--- src/rtl/bullet_hit_detect.sv ---
// Bullet hit detector: checks each sampled bullet position against screen bounds, enemy box and wall map.
// Latency: 3 cycles from sample (IDLE) to registered des_bullet/hit_tank; explosion_flag held EXPL_CYCLES.
// Backpressure: none; the bullet mover must drop bullet_act after des_bullet before a new pass starts.
module bullet_hit_detect #(
  parameter int H_MAX       = 640,
  parameter int V_MAX       = 480,
  parameter int TANK_SIZE   = 32,
  parameter int EXPL_CYCLES = 2500000
) (
  input  logic       clk25,
  input  logic       reset,
  input  logic       bullet_act,
  input  logic [9:0] bullet_x,
  input  logic [8:0] bullet_y,
  input  logic [9:0] enemy_x,
  input  logic [8:0] enemy_y,
  output logic [8:0] map_addr,
  input  logic       map_data,
  output logic       des_bullet,
  output logic       explosion_flag,
  output logic [9:0] expl_x,
  output logic [8:0] expl_y,
  output logic       hit_tank
);

  localparam int CNT_W = (EXPL_CYCLES > 1) ? $clog2(EXPL_CYCLES) : 1;
  localparam logic [CNT_W-1:0] CNT_LAST = CNT_W'(EXPL_CYCLES - 1);

  typedef enum logic [2:0] {
    IDLE  = 3'd0,
    FETCH = 3'd1,
    EVAL  = 3'd2,
    EXPL  = 3'd3,
    CLEAR = 3'd4
  } state_t;

  state_t           state_q, state_d;
  logic [9:0]       bx_q, bx_d;
  logic [8:0]       by_q, by_d;
  logic [8:0]       map_addr_q, map_addr_d;
  logic             des_bullet_q, des_bullet_d;
  logic             hit_tank_q, hit_tank_d;
  logic             explosion_flag_q, explosion_flag_d;
  logic [9:0]       expl_x_q, expl_x_d;
  logic [8:0]       expl_y_q, expl_y_d;
  logic [CNT_W-1:0] cnt_q, cnt_d;

  // Hit tests on the latched position; widened by one bit so the tank box end never wraps.
  logic [10:0] bx_w, ex_lo, ex_hi;
  logic [9:0]  by_w, ey_lo, ey_hi;
  logic        oob, in_tank;

  assign bx_w    = {1'b0, bx_q};
  assign by_w    = {1'b0, by_q};
  assign ex_lo   = {1'b0, enemy_x};
  assign ey_lo   = {1'b0, enemy_y};
  assign ex_hi   = ex_lo + 11'(TANK_SIZE - 1);
  assign ey_hi   = ey_lo + 10'(TANK_SIZE - 1);
  assign oob     = (bx_w >= 11'(H_MAX)) || (by_w >= 10'(V_MAX));
  assign in_tank = (bx_w >= ex_lo) && (bx_w <= ex_hi) && (by_w >= ey_lo) && (by_w <= ey_hi);

  // Next-state and next-output logic; pulses default low so they last exactly one cycle.
  always_comb begin
    state_d          = state_q;
    bx_d             = bx_q;
    by_d             = by_q;
    map_addr_d       = map_addr_q;
    des_bullet_d     = 1'b0;
    hit_tank_d       = 1'b0;
    explosion_flag_d = explosion_flag_q;
    expl_x_d         = expl_x_q;
    expl_y_d         = expl_y_q;
    cnt_d            = cnt_q;
    case (state_q)
      IDLE: begin
        if (bullet_act) begin
          bx_d       = bullet_x;
          by_d       = bullet_y;
          map_addr_d = {bullet_y[8:5], bullet_x[9:5]};
          state_d    = FETCH;
        end
      end
      FETCH: begin
        // Sync ROM needs this cycle to return the wall bit.
        state_d = bullet_act ? EVAL : IDLE;
      end
      EVAL: begin
        if (!bullet_act) begin
          state_d = IDLE;
        end else if (oob) begin
          des_bullet_d = 1'b1;
          state_d      = CLEAR;
        end else if (in_tank) begin
          des_bullet_d     = 1'b1;
          hit_tank_d       = 1'b1;
          expl_x_d         = bx_q;
          expl_y_d         = by_q;
          explosion_flag_d = 1'b1;
          cnt_d            = '0;
          state_d          = EXPL;
        end else if (map_data) begin
          des_bullet_d     = 1'b1;
          expl_x_d         = bx_q;
          expl_y_d         = by_q;
          explosion_flag_d = 1'b1;
          cnt_d            = '0;
          state_d          = EXPL;
        end else begin
          state_d = IDLE;
        end
      end
      EXPL: begin
        // Flag was raised on entry, so it stays high for exactly EXPL_CYCLES cycles.
        if (cnt_q == CNT_LAST) begin
          explosion_flag_d = 1'b0;
          cnt_d            = '0;
          state_d          = CLEAR;
        end else begin
          cnt_d = cnt_q + 1'b1;
        end
      end
      CLEAR: begin
        // Hold off new passes until the mover retires the killed bullet.
        if (!bullet_act) state_d = IDLE;
      end
      default: begin
        state_d = IDLE;
      end
    endcase
  end

  // State and registered outputs, cleared asynchronously.
  always_ff @(posedge clk25 or posedge reset) begin
    if (reset) begin
      state_q          <= IDLE;
      bx_q             <= '0;
      by_q             <= '0;
      map_addr_q       <= '0;
      des_bullet_q     <= 1'b0;
      hit_tank_q       <= 1'b0;
      explosion_flag_q <= 1'b0;
      expl_x_q         <= '0;
      expl_y_q         <= '0;
      cnt_q            <= '0;
    end else begin
      state_q          <= state_d;
      bx_q             <= bx_d;
      by_q             <= by_d;
      map_addr_q       <= map_addr_d;
      des_bullet_q     <= des_bullet_d;
      hit_tank_q       <= hit_tank_d;
      explosion_flag_q <= explosion_flag_d;
      expl_x_q         <= expl_x_d;
      expl_y_q         <= expl_y_d;
      cnt_q            <= cnt_d;
    end
  end

  assign map_addr       = map_addr_q;
  assign des_bullet     = des_bullet_q;
  assign hit_tank       = hit_tank_q;
  assign explosion_flag = explosion_flag_q;
  assign expl_x         = expl_x_q;
  assign expl_y         = expl_y_q;

endmodule

--- config.mk ---
export PLATFORM = sky130hd
export DESIGN_NAME = bullet_hit_detect
export DESIGN_NICKNAME = d
export VERILOG_FILES = /design/src/rtl/bullet_hit_detect.sv
export SDC_FILE = /design/constraint.sdc
export NUM_CORES = 1
export LEC_CHECK = 0
export CORE_UTILIZATION = 40
export DETAILED_ROUTE_END_ITERATION = 7
export HOLD_SLACK_MARGIN = 0.08
export PLACE_DENSITY = 0.7
export SYNTH_ARGS = -nofsm -noshare
export SYNTH_HDL_FRONTEND = slang
export SYNTH_SLANG_ARGS = --single-unit
--- constraint.sdc ---
create_clock -name clk25 -period 7.08 [get_ports clk25]
set_input_delay 2.124 -clock clk25 [delete_from_list [all_inputs] [get_ports clk25]]
set_output_delay 2.124 -clock clk25 [all_outputs]
set_load 0.01 [all_outputs]
# After elaboration in Yosys (flattened, before gate mapping)
# Cells that the tools add are included.
# classes
addsub,3
order_cmp,6
n_eq_ne,11
muxes,34
n_bitwise,1
reduce_logical,12
# op_table
op,n
22-bit 2-to-1 mux,5
22-bit one-hot mux with 2 select lines,1
"22-bit by 1-bit adder with 22-bit output, second input constant",1
"22-bit == test, second input constant",1
10-bit 2-to-1 mux,2
9-bit 2-to-1 mux,2
3-bit 2-to-1 mux,5
3-bit one-hot mux with 5 select lines,1
1-bit 2-to-1 mux,14
"10-bit by 5-bit adder with 11-bit output, second input constant",1
10-bit by 11-bit <= comparator with 1-bit output,1
"9-bit by 5-bit adder with 10-bit output, second input constant",1
10-bit greater-or-equal comparator,1
"10-bit greater-or-equal comparator, second input constant",1
9-bit by 10-bit <= comparator with 1-bit output,1
"2-bit inequality test, second input constant",5
9-bit greater-or-equal comparator,1
"9-bit greater-or-equal comparator, second input constant",1
4-bit AND reduction,2
"3-bit by 2-bit == test with 1-bit output, second input constant",2
2-bit 2-to-1 mux,3
5-bit AND reduction,1
2-bit nonzero test,2
"3-bit by 1-bit == test with 1-bit output, second input constant",1
9 further kinds,11
# word_totals
regBits,75
out_inout_bits,31
wordCells,77

# Logic depth before layout (Yosys ltp)
# depth
ltp_word,9
mapped_depth,16

# Worst setup path after synthesis
# No wires, ideal clock.
# synth_timing
kind,input-to-reg
startpoint,input port enemy_y[1]
endpoint,register expl_x_q[0] (netlist: expl_x[0])
arrival_time_ns,4.666
path_slack_ns,2.289
stages,13
n_path_buf,2
path_cell_list,or4_4 > nor2_1 > xnor2_1 > ha_1 > a21oi_1 > nand2b_1 > o21ai_0 > a21oi_2 > a211oi_1 > o21a_1 > buf_6 > buf_6 > mux2_4
# synth_between
elab_chain_len,5
elab_cells_between_ends,8
cone_classes,add/sub: 1; order compare: 2; mux: 1; reduce/logical: 4
# synth_rtl
item,line,text
from (decl),16,"input logic [8:0] enemy_y,"
9-bit by 5-bit adder with 10-bit output or 9-bit greater-or-equal comparator (tied branches),"58, 60",
9-bit by 10-bit <= comparator with 1-bit output or 1-bit logical AND (tied branches),60,assign in_tank = (bx_w >= ex_lo) && (bx_w <= ex_hi) && (by_w >= ey_lo) && (by_w <= ey_hi);
1-bit logical AND (*),60,
2-bit nonzero test (no line),n/a,
4-bit AND reduction (no line),n/a,
to (signal assigned),153,expl_x_q <= expl_x_d;
to (decl),44,"logic [9:0] expl_x_q, expl_x_d;"
# Mark *: on every way between the ends. The rest lies on a longest branch, timed or not.
# A chain may end at the register's enable or synchronous reset.

# Worst setup path in the final report
# layout_timing
startpoint,input port enemy_x[0]
endpoint,register expl_x_q[8] (netlist: expl_x[8])
# layout_between
elab_chain_len,7
elab_cells_between_ends,9
cone_classes,add/sub: 1; order compare: 2; mux: 1; reduce/logical: 5
# layout_rtl
item,line,text
from (decl),15,"input logic [9:0] enemy_x,"
10-bit by 5-bit adder with 11-bit output,57,assign ex_hi = ex_lo + 11'(TANK_SIZE - 1);
10-bit by 11-bit <= comparator with 1-bit output,60,
1-bit logical AND (*) (3 in series),60,
2-bit nonzero test (no line),n/a,
4-bit AND reduction (no line),n/a,
# Marked as above.

==> flow_results.org <==
** Die
- Horiz. Die Dim :: 105.0 µm
- The total area inside the core boundary comes to 0.01032 mm².
- For this configuration, the core starts out at a cell density of 0.4112.
- Area of the die :: 0.01103 mm²
- 73 I/O pins were placed.
- The die is 105.0 µm tall.
- After floorplanning, the core was divided into 37 placement rows.

** Power
- Peak supply drop :: 0.1674 mV
- For this design the ratio of total power to cell area is 367.9 mW/mm².
- Summed over all cells, the static leakage comes to 2.272 nW.

** Clocking
- The clock reaches the later pin of the worst-skew pair after 350 ps.
- CTS tree :: done
- Buffers inserted during clock tree synthesis total 9.
- The number of setup buffers added after CTS is 0.
- Deepest level of the CTS H-tree :: 3
- CTS Sinks :: 66
- The tree is rooted in a clkbuf_8.
- After clock tree synthesis, the flow added hold-fix buffers numbering 0.
- Clock-pin slew was measured on the worst setup and hold paths at 70 ps.
- After clock tree synthesis, the repair step resized 0 gates.
- Counting along the longest clock path gives a buffer depth of 2.

** Hold path
- In this run the worst hold path is classified as flop to flop.

** Layout
- Most used cells in the layout excluding fill and tap cells :: clkdlybuf4s50_1, dfrtp_1, nand2_1
- Reg area :: 0.001652 mm²
- For this run, the share of the core covered by cells in the final layout is 0.5012.
- In the final layout, the multi-input gates occupy 0.002347 mm².
- Layout overhead on the synthesized area :: 21.87%
- Number of diodes added for antenna fixing :: 0
- Final std cells w/o fill :: 627
- Proportion of layout cells with a drive suffix above 1 :: 0.1181
- For this run, the post-layout net count is 570.
- The library cell used most frequently in the layout, excluding fill and tap cells, is clkdlybuf4s50_1.
- Fill cells :: 931

** Yosys
- Gate count after technology mapping :: 427
- Sequential element share of the synthesized area :: 0.3890
- Number of register bits inferred by synthesis :: 66
- Commonest register cell after synthesis :: dfrtp_1
- In this run the mean area of a mapped cell was 9.942 µm².
- The number of nets in the synthesized netlist is 510.
- Distinct cells, synth :: 48
- The mapped netlist covers 0.004245 mm².
- For this run, the number of Yosys warnings is 0.
- Asr flop ratio synth :: 1.000
- Number of enable flip-flop cells after synthesis :: 0

** Timing
- Setup repair after global routing left no endpoint under its margin.
- Headroom to the max-slew limit came out at 0.2464.
- The number of failing hold endpoints at the final stage is 0.
- Final cycle utilization of the critical path :: 0.8230
- Clock period minus worst slack :: 5827 ps
- Slew of the pin with the lowest slew margin :: 1130 ps
- On the final layout, the worst clock skew is 6.063 ps.
- Max-slew violation count :: 0
- Setup violations remaining at the end of the flow were counted as 0.
- In the final timing run, aggregate negative setup slack is 0 ps.
- Maximum clock frequency :: 0.1716 GHz

** Place
- During placement, the flow inserted port buffers numbering 72.
- Final HPWL from detailed placement :: 6.871 mm
- Routability-driven placement finished with a final weighted congestion of 0.8908.
- Cells after DPL :: 612

** Drt
- Detail Route Antenna Nets :: 0
- Post-detailed-route wirelength per cell :: 15.13 µm
- The detailed router finished its first iteration with 165 violations.
- TritonRoute pass-1 iters :: 4
- WL final :: 9.486 mm
- Total number of vias :: 3,354
- Drc violations :: 0
- Using the TritonRoute via totals, the vias-per-cell ratio works out to 5.349.

** Critical path
- Type of origin of the critical path :: primary input
- For the worst setup path, the data required time is 7320 ps.
- Stage delay of the slowest cell on the critical path :: 900 ps
- Critical Setup Path Class :: primary input to flop
- Cell Chain, Critical Path :: clkdlybuf4s50_1 > inv_1 > ha_1 > nand2_1 > nand2_1 > xnor2_1 > ha_1 > a21o_1 > a21o_1 > a211oi_1 > o221ai_1 > a211oi_1 > o21a_2 > mux2_2
- Master of the slowest instance on the critical path :: o21a_2
- Critical-path maximum fanout :: 44
- Broken down by cell family, the worst path's largest delay share belongs to compound AO/OA/AOI/OAI gates.
- Worst Path Buf+Inv :: 2
- Element type at the critical path end :: flop
- STA puts the critical path data arrival time at 6060 ps.

** Global route
- After global routing the overflow that remains totals 0.
- The initial antenna violation count is 0.
- Global-route wire length before repair :: 16.22 mm
- Via count of the first global-routing pass :: 3,346
- Across every metal layer, demand over resource in global routing totals 0.1852.
- Maximum number of pins on one net before global-route repair :: 67

** Run status
- Outcome :: complete, no violations

** Job
- Max cap viols :: 0
metal layers:
| layer | track usage | up-vias | wire length, µm |
|---|---|---|---|
| li1 | - | 1639 | - |
| met1 | 0.2403 | 1625 | 4391 |
| met2 | 0.3009 | 73 | 4518 |
| met3 | 0.04679 | 17 | 402 |
| met4 | 0.06137 | 0 | 173 |
| met5 | 0 | - | 0 |
stage by stage:
stage	setup WS (ps)	hold WS [ps]	power, mW	instance area, µm²
finish	1253	512.2	1.903	5174
global route	998.3	526.3	2.056	5174
CTS	1256	514.7	1.914	5174
detailed placement	879.1	496.6	1.599	4991
global placement	1018	492.4	1.564	4991
floorplan	2289	481.4	1.283	4245
cells in the mapped netlist (2+ instances only):
cell type	n	area [µm²]
nand2b_1	4	25.02
buf_6	4	45.04
clkbuf_1	10	37.54
a211oi_1	7	52.55
mux2_2	21	236.5
xnor2_1	16	140.1
nand3b_1	2	15.01
o21ai_0	23	115.1
and4_1	4	35.03
and3_1	7	43.79
nor2_1	20	75.07
xor2_1	8	70.07
nand4_1	10	62.56
o211ai_1	2	15.01
o22ai_1	10	62.56
and2_1	4	25.02
nor3_1	9	45.04
or3_1	2	12.51
buf_4	9	67.56
nor2b_1	4	25.02
a31oi_1	2	12.51
mux2_4	15	225.2
inv_1	25	93.84
dfrtp_1	66	1652
o21a_1	3	22.52
nand2_1	50	187.7
a21o_1	3	22.52
nor4b_1	2	17.52
ha_1	41	513.0
nand3_1	16	80.08
a21oi_1	11	55.05
sequential cells by signal, indices dropped and copies added (netlist names):
signal          cells
bx_q                9
by_q                9
cnt_q              22
des_bullet          1
expl_x             10
expl_y              9
explosion_flag      1
hit_tank            1
map_addr            1
state_q             3
layout make-up:
| class | instances | area share |
|---|---|---|
| multi-input cells | 312 | 0.4537 |
| repair buffers | 73 | 0.1407 |
| clock inverters | 6 | 0.01137 |
| clock buffers | 9 | 0.02394 |
| inverters | 25 | 0.01814 |
| well taps | 136 | 0.03289 |
| flip-flops and latches | 66 | 0.3192 |
cells by family (layout without fill, tap and decap cells):
kind of cell,Yosys count,count (layout),share of synthesized area
buffers and inverters,49,113,0.05835
flip-flops,66,66,0.3890
multiplexers,36,36,0.1088
AO/OA/AOI/OAI,75,75,0.1158
XOR/XNOR,24,24,0.04951
AND/OR/NAND/NOR,136,136,0.1577
adder cells (fa/ha/maj),41,41,0.1208
power breakdown:
group          internal [mW]  total [mW]  switching, mW
registers              0.548       0.749          0.200
clock network          0.159       0.309          0.150
logic                  0.473       0.846          0.373
total                   1.18        1.90          0.724
final timing paths:
check / startpoint / to / slack [ps] / cells after the start
min in group asynchronous: reset / by_q[2]$_DFFE_PP0P_ / 2330 / 3
worst max-delay path: enemy_x[0] / expl_x[8]$_DFFE_PP0P_ / 1250 / 14
worst min-delay path: by_q[0]$_DFFE_PP0P_ / expl_y[0]$_DFFE_PP0P_ / 510 / 1
worst min register to register: by_q[0]$_DFFE_PP0P_ / expl_y[0]$_DFFE_PP0P_ / 510 / 1
worst max register to register: bx_q[6]$_DFFE_PP0P_ / expl_x[8]$_DFFE_PP0P_ / 3720 / 8
max in group asynchronous: reset / expl_x[2]$_DFFE_PP0P_ / 4200 / 3
No activity file was read; power rests on OpenSTA's default activity.
